$ cat config.mk
export PLATFORM = sky130hd
export DESIGN_NAME = modmul_interleaved_p
export DESIGN_NICKNAME = d
export VERILOG_FILES = /design/src/rtl/modmul_interleaved_p.sv
export SDC_FILE = /design/constraint.sdc
export NUM_CORES = 2
export LEC_CHECK = 0
export CAP_MARGIN = 5
export CORE_ASPECT_RATIO = 0.5
export CORE_MARGIN = 8
export CORE_UTILIZATION = 50
export CTS_BUF_LIST = sky130_fd_sc_hd__clkbuf_2
export DETAILED_ROUTE_END_ITERATION = 8
export HOLD_SLACK_MARGIN = 0.08
export PLACE_DENSITY = 0.79
export SLEW_MARGIN = 20
export SYNTH_ARGS = -nofsm -noshare
export SYNTH_HDL_FRONTEND = slang
export SYNTH_SLANG_ARGS = --single-unit
$ cat constraint.sdc
create_clock -name clk -period 18.3 [get_ports clk]
set_input_delay 1.83 -clock clk [delete_from_list [all_inputs] [get_ports clk]]
set_output_delay 1.83 -clock clk [all_outputs]
set_load 0.02 [all_outputs]
$ cat src/rtl/modmul_interleaved_p.sv
// Radix-2 MSB-first interleaved modular multiplier: result = (a*b) mod n, one multiplier bit per cycle.
// Latency WIDTH+2 cycles from accepted start (2 for rejected operands); start is ignored unless idle.
module modmul_interleaved_p #(
  parameter int WIDTH = 128,
  localparam int CNT_W = $clog2(WIDTH) + 1
) (
  input  logic             clk,
  input  logic             reset,
  input  logic             start,
  input  logic [WIDTH-1:0] a,
  input  logic [WIDTH-1:0] b,
  input  logic [WIDTH-1:0] n,
  output logic             busy,
  output logic             done,
  output logic             err,
  output logic [WIDTH-1:0] result
);

  typedef enum logic [1:0] {S_IDLE, S_CHECK, S_RUN, S_FIN} state_t;

  state_t           state_q, state_d;
  logic [WIDTH-1:0] a_q, a_d;
  logic [WIDTH-1:0] b_q, b_d;
  logic [WIDTH-1:0] n_q, n_d;
  logic [WIDTH+1:0] n2_q, n2_d;
  logic [WIDTH-1:0] r_q, r_d;
  logic [CNT_W-1:0] idx_q, idx_d;
  logic             busy_q, busy_d;
  logic             done_q, done_d;
  logic             err_q, err_d;
  logic [WIDTH-1:0] result_q, result_d;

  logic [WIDTH+1:0] t;
  logic [WIDTH+1:0] n_ext;
  logic [WIDTH-1:0] t_n_lo;
  logic [WIDTH-1:0] t_2n_lo;
  logic [WIDTH-1:0] r_new;
  logic             op_bad;

  always_comb begin
    // The multiplier operand is shifted left each step, so its MSB is always the current bit.
    n_ext   = {2'b00, n_q};
    t       = {1'b0, r_q, 1'b0} + (a_q[WIDTH-1] ? {2'b00, b_q} : '0);
    // Final remainder is below n, so the low WIDTH bits of each difference are exact.
    t_n_lo  = t[WIDTH-1:0] - n_q;
    t_2n_lo = t[WIDTH-1:0] - n2_q[WIDTH-1:0];
    if (t < n_ext) begin
      r_new = t[WIDTH-1:0];
    end else if (t < n2_q) begin
      r_new = t_n_lo;
    end else begin
      r_new = t_2n_lo;
    end
    op_bad = (n_q < WIDTH'(2)) | (a_q >= n_q) | (b_q >= n_q);

    state_d  = state_q;
    a_d      = a_q;
    b_d      = b_q;
    n_d      = n_q;
    n2_d     = n2_q;
    r_d      = r_q;
    idx_d    = idx_q;
    busy_d   = busy_q;
    done_d   = 1'b0;
    err_d    = err_q;
    result_d = result_q;

    case (state_q)
      S_IDLE: begin
        if (start) begin
          a_d     = a;
          b_d     = b;
          n_d     = n;
          busy_d  = 1'b1;
          state_d = S_CHECK;
        end
      end
      S_CHECK: begin
        if (op_bad) begin
          result_d = '0;
          err_d    = 1'b1;
          done_d   = 1'b1;
          busy_d   = 1'b0;
          state_d  = S_FIN;
        end else begin
          r_d     = '0;
          idx_d   = CNT_W'(WIDTH - 1);
          n2_d    = {1'b0, n_q, 1'b0};
          state_d = S_RUN;
        end
      end
      S_RUN: begin
        r_d   = r_new;
        a_d   = a_q << 1;
        idx_d = idx_q - 1'b1;
        if (idx_q == '0) begin
          result_d = r_new;
          err_d    = 1'b0;
          done_d   = 1'b1;
          busy_d   = 1'b0;
          state_d  = S_FIN;
        end
      end
      default: begin
        state_d = S_IDLE;
      end
    endcase
  end

  always_ff @(posedge clk) begin
    if (reset) begin
      state_q  <= S_IDLE;
      a_q      <= '0;
      b_q      <= '0;
      n_q      <= '0;
      n2_q     <= '0;
      r_q      <= '0;
      idx_q    <= '0;
      busy_q   <= 1'b0;
      done_q   <= 1'b0;
      err_q    <= 1'b0;
      result_q <= '0;
    end else begin
      state_q  <= state_d;
      a_q      <= a_d;
      b_q      <= b_d;
      n_q      <= n_d;
      n2_q     <= n2_d;
      r_q      <= r_d;
      idx_q    <= idx_d;
      busy_q   <= busy_d;
      done_q   <= done_d;
      err_q    <= err_d;
      result_q <= result_d;
    end
  end

  assign busy   = busy_q;
  assign done   = done_q;
  assign err    = err_q;
  assign result = result_q;

endmodule
After elaboration in Yosys (flattened, before gate mapping)
Cells that the tools add are included.
{ "totals": {"ff_bits": 781, "inputBits": 387, "out_inout_bits": 131, "word_cells": 66} }
{ "op_classes": {"addsub": 4, "n_lt_le_gt_ge": 5, "n_eq_ne": 6, "n_mux": 25, "n_bitwise": 3, "n_reduce_logical": 12} }
{ "ops": {"columns": ["cell", "count"], "rows": [
  ["2-to-1 mux 128 bit", 7],
  ["case mux 128 bit (2 select lines)", 3],
  [">= comparator 128 bit", 2],
  ["subtractor 128 bit", 2],
  ["adder 129 x 128 -> 130 bit", 1],
  ["less-than comparator 130 x 128 -> 1 bit", 1],
  ["less-than comparator 130 x 129 -> 1 bit", 1],
  ["less-than comparator 128 x 2 -> 1 bit, second input constant", 1],
  ["case mux 8 bit (2 select lines)", 1],
  ["AND reduction 2 bit", 5],
  ["logical NOT 8 bit", 1],
  ["2-to-1 mux 8 bit", 1],
  ["!= test 2 bit, second input constant", 4],
  ["subtractor 8 x 1 -> 8 bit, second input constant", 1],
  ["2-to-1 mux 1 bit", 7],
  ["case mux 2 bit (3 select lines)", 1],
  ["2-to-1 mux 2 bit", 2],
  ["case mux 1 bit (2 select lines)", 2],
  ["AND reduction 4 bit", 1],
  ["nonzero test 2 bit", 2],
  ["case mux 1 bit (3 select lines)", 1],
  ["AND reduction 3 bit", 1],
  ["nonzero test 3 bit", 1],
  ["== test 2 x 1 -> 1 bit, second input constant", 1],
  ["other kinds (4)", 5]
]} }

Depth between registers and ports, before layout
{ "logic_depth": {"ltp_word": 7, "mapped_depth": 34, "mapped_depth_nobuf": 28} }

Worst setup path before layout
OpenSTA, ideal clock, no wires.
{ "synth_path": {"path_kind": "flip-flop to flip-flop", "from": "reg a_q[127]", "to": "reg r_q[10]", "setup_time_ps": 128, "t_arrival_ps": 6937, "t_required_ps": 18172, "setup_slack_ps": 11235, "stages_incl_launch_ff": 31, "n_path_buf": 5, "synth_period_minus_slack_ps": 7065, "cell_sequence": "dfxtp_1 clkbuf_1 clkbuf_1 and2_1 ha_1 or2_1 and4b_1 nand4b_1 a31oi_1 nor3b_2 nand3_2 a2111o_1 and2_0 o31ai_1 a21oi_1 xnor2_1 ha_1 clkbuf_1 and3_1 nand3_1 or3_1 or4_1 a211o_1 nand4_1 o21bai_2 and2_4 buf_8 buf_6 mux2_4 a22oi_1 nor2_1"} }
{ "synth_between": {"elab_chain_len": 6, "word_cells_on_any_way": 14, "classes_between": "add/sub: 3; order compare: 3; eq/ne: 1; mux: 4; bitwise: 2; reduce/logical: 1"} }
{ "synth_lines": {"columns": ["item", "line_no", "rtl"], "rows": [
  ["start, declared", "22", "logic [WIDTH-1:0] a_q, a_d;"],
  ["start signal, assigned", "113", "a_q <= '0;"],
  ["start signal, assigned", "125", "a_q <= a_d;"],
  ["2-to-1 mux 128 bit", "43", "t = {1'b0, r_q, 1'b0} + (a_q[WIDTH-1] ? {2'b00, b_q} : '0);"],
  ["adder 129 x 128 -> 130 bit", "43", null],
  ["subtractor 128 bit (tied with other cells)", "46", "t_2n_lo = t[WIDTH-1:0] - n2_q[WIDTH-1:0];"],
  ["2-to-1 mux 128 bit", "49", "end else if (t < n2_q) begin"],
  ["2-to-1 mux 128 bit", "47", "if (t < n_ext) begin"],
  ["case mux 128 bit (2 select lines)", "68", "case (state_q)"],
  ["end signal, assigned", "129", "r_q <= r_d;"],
  ["end, declared", "26", "logic [WIDTH-1:0] r_q, r_d;"]
]} }
Parallel ways exist; a longest one is shown, timed or not.
A chain may end at the register's enable or synchronous reset.

Worst setup path after layout
{ "layout_path": {"from": "reg a_q[127]", "to": "reg result_q[110], in the netlist result[110]"} }
{ "layout_between": {"elab_chain_len": 7, "word_cells_on_any_way": 15, "classes_between": "add/sub: 3; order compare: 3; eq/ne: 1; mux: 5; bitwise: 2; reduce/logical: 1"} }
{ "layout_lines": {"columns": ["item", "line_no", "rtl"], "rows": [
  ["2-to-1 mux 128 bit", "43", null],
  ["adder 129 x 128 -> 130 bit", "43", null],
  ["subtractor 128 bit (tied with other cells)", "46", null],
  ["2-to-1 mux 128 bit", "49", null],
  ["2-to-1 mux 128 bit", "47", null],
  ["2-to-1 mux 128 bit", "96", "if (idx_q == '0) begin"],
  ["case mux 128 bit (2 select lines)", "68", null],
  ["end signal, assigned", "134", "result_q <= result_d;"],
  ["end, declared", "31", "logic [WIDTH-1:0] result_q, result_d;"]
]} }
Parallel ways exist; a longest one is shown, timed or not. The select of a mux whose other input is x is not followed.

==> results.ini <==
[synthesis]
synth_top_area_share_pct = 24.8
synth.distinct_cells = 104
synthFlopType = dfxtp_1
seq_area_frac_synth_pct = 24.8
synth-seq-cells = 781
netlist_area_sq_um = 63000
syn-num-nets = 9579
synth_edf_count = 0
synth_common_cells = nand2_1, a21oi_1, dfxtp_1
syn_avg_cell_area_sq_um = 7.38
synth_cells = 8544
netlist_top_cells_area = dfxtp_1, ha_1, a21oi_1
yosys.cell_count.top_type = nand2_1
yosys.area.top_type = dfxtp_1
yosys_warnings = 0
synthArstFlopShare_pct = 0

[clock_network]
cts_hold_buf = 0
clk_latency_ps = 1550
cts_tree = built
htreeDepth = 4
ctsResizeCount = 0
cts_buffers = 191
clk_path_buf_depth = 4
clk_pin_slew_worst_paths_ps = 140
clock_sinks = 781
post-cts-setup-buffer-count = 0
cts_root_buffer = clkbuf_2

[grt]
overflow = 0
grt_usage_pct = 41.8
antenna_found_initial = 21
grt_pass1_wl_um = 436000
grt_pass1_vias = 62800
grt_max_degree = 103

[floorplanning]
core-area_sq_um = 126000
die_area_sq_um = 138000
die_y_um = 267
initial_utilization_pct = 50.2
io_pins = 518
rows = 92
die_w_um = 518

[outcome]
status = complete, no violations

[drt]
vias = 68900
viasPerCell = 6.45
detail_route.wl_per_cell_um = 28.9
drt_iter0_markers = 9284
drt.antenna.violating_nets = 0
firstDrtPassIters = 9
drc = 0
wl_um = 308000

[hold_path]
hold_depth = 2
hold_path.class = flip-flop to flip-flop
hp-start = n_q[34]$_SDFFE_PP0P_

[critical_path]
crit_required_ps = 19690
cp_num_cells = 29
path_max_fanout = 80
crit_slowest_cell = buf_4
worst-path-buf-inv = 2
r2r_start = a_q[127]$_SDFFE_PP0P_
critPathLaunch = a_q[127]$_SDFFE_PP0P_
cp-end-kind = flip-flop
crit_type = flip-flop to flip-flop
path_delay_family = compound AO/OA/AOI/OAI gates
critPathMaxStageDelay_ps = 810
reg2reg_slack_ps = 6330
cp.arrival_ps = 13350
reg2regPathDepth = 29
start_kind = flip-flop

[sta]
period_minus_slack_ps = 11970
fin_crit_sh_pct = 65.4
finalSetupViolCount = 0
worst_slew_pin_slew_ps = 1250
max_freq_mhz = 83.6
slew_headroom_pct = 16.3
hold_ws_ps = 426
hold_viol = 0
final.setup.tns_ps = 0
rsz0062_at_grt = no
slew_viol_final = 0
skew_ps = 139

[finish]
utilization_pct = 56.5
final_cell_area_sq_um = 71000
drive_gt1_share_pct = 5.84
area_growth_pct = 12.7
nets = 9872
fillers = 12200

[placement]
dpl_cell_area_sq_um = 69200
finalWeightedCongestion = 1.06
place_hpwl_um = 249000
port-buffer-count = 517

[power_and_ir_drop]
leakagePower_uw = 0.0300
power-per-cell-area_nw_per_um2 = 236
peakVddDrop_mv = 0.376

[run]
max_cap_viol_count = 0

==> cells by family after synthesis <==
| family | count (synthesis) | synth area share, % |
|---|---|---|
| AOI/OAI and AO/OA | 2785 | 27.4 |
| xor gates and xnor gates | 366 | 5.09 |
| adders and majority gates | 648 | 12.9 |
| buffers and inverters | 912 | 5.73 |
| DFF | 781 | 24.8 |
| muxes | 234 | 4.01 |
| and+or+nand+nor | 2818 | 20.1 |
==> routing by layer <==
layer	part of all wire, %	routed length [um]	vias to the layer above	global-route usage [%]
met2	39	121000	4027	58.4
li1	-	-	31300	-
met4	4.4	13400	20	15.7
met3	13	40700	673	14.1
met1	43	133000	32900	59.0
met5	0.093	285	-	0.693
==> final cells by class <==
class	count	area [sq um]	area share (%)
diodes	14	35.0	0.0493
clock buffers	254	1270	1.79
clock inverters	70	493	0.694
inverters	404	1520	2.14
multi-input cells	6851	44100	62.1
flip-flops and latches	781	15600	22.0
well taps	1692	2120	2.98
repair buffers	608	5880	8.27
==> registers in the layout (all words and copies together) (netlist names) <==
| signal | count |
|---|---|
| a_q | 128 |
| r_q | 128 |
| busy | 1 |
| idx_q | 8 |
| done | 1 |
| err | 1 |
| n2_q | 128 |
| n_q | 128 |
| state_q | 2 |
| b_q | 128 |
| result | 128 |
==> worst min-delay path: stages (launching register included) <==
cell     delay (ps)
dfxtp_1         350
nand2_1          60
a21oi_1          50
==> path summary, 6_finish.rpt <==
check / end
max: result[110]$_SDFFE_PP0P_
min: n2_q[35]$_SDFFE_PP0P_
max reg2reg: result[110]$_SDFFE_PP0P_
min reg2reg: n2_q[35]$_SDFFE_PP0P_
==> metrics by stage <==
step | setup slack [ps] | std cells | power (uW)
2_1_floorplan | 11240 | 8544 | 10300
3_3_place_gp | 7330 | 10300 | 14700
3_5_place_dp | 7240 | 10300 | 14700
4_1_cts | 7140 | 10700 | 16000
5_1_grt | 6360 | 10700 | 17300
6_report | 6330 | 10700 | 16800
==> report_power, final <==
group	switching (uW)	total (uW)	internal, uW
clock	852	1330	480
sequential	403	2440	2040
combinational	8840	13000	4160
==> placed cells by master, fill, tap and decap left out, types with 34 or more instances in the layout <==
| master | synthesis | final |
|---|---|---|
| nand2_1 | 1394 | 1390 |
| a21oi_1 | 1158 | 1157 |
| dfxtp_1 | 781 | 780 |
| ha_1 | 645 | 644 |
| nor2_1 | 564 | 559 |
| clkdlybuf4s50_1 | 0 | 516 |
| o21ai_0 | 432 | 431 |
| inv_1 | 404 | 404 |
| clkbuf_2 | 1 | 254 |
| a21o_1 | 253 | 253 |
| nand4_1 | 240 | 240 |
| xnor2_1 | 206 | 206 |
| mux2i_1 | 190 | 190 |
| a211oi_1 | 175 | 175 |
| xor2_1 | 160 | 160 |
| and2_1 | 152 | 150 |
| o21bai_1 | 120 | 120 |
| nor3_1 | 115 | 113 |
| buf_4 | 6 | 90 |
| o21a_1 | 70 | 70 |
| nand3_1 | 65 | 65 |
| a22oi_1 | 64 | 64 |
| a22o_1 | 57 | 57 |
| nor4_1 | 63 | 54 |
| o211ai_1 | 52 | 52 |
| nor2b_1 | 49 | 49 |
| a31oi_1 | 46 | 46 |
| o21ai_1 | 45 | 43 |
| clkinv_1 | 0 | 40 |
| nand2b_1 | 39 | 39 |
| o31ai_1 | 41 | 39 |
| mux2_4 | 34 | 34 |
Power figures use the tool's default switching activity.
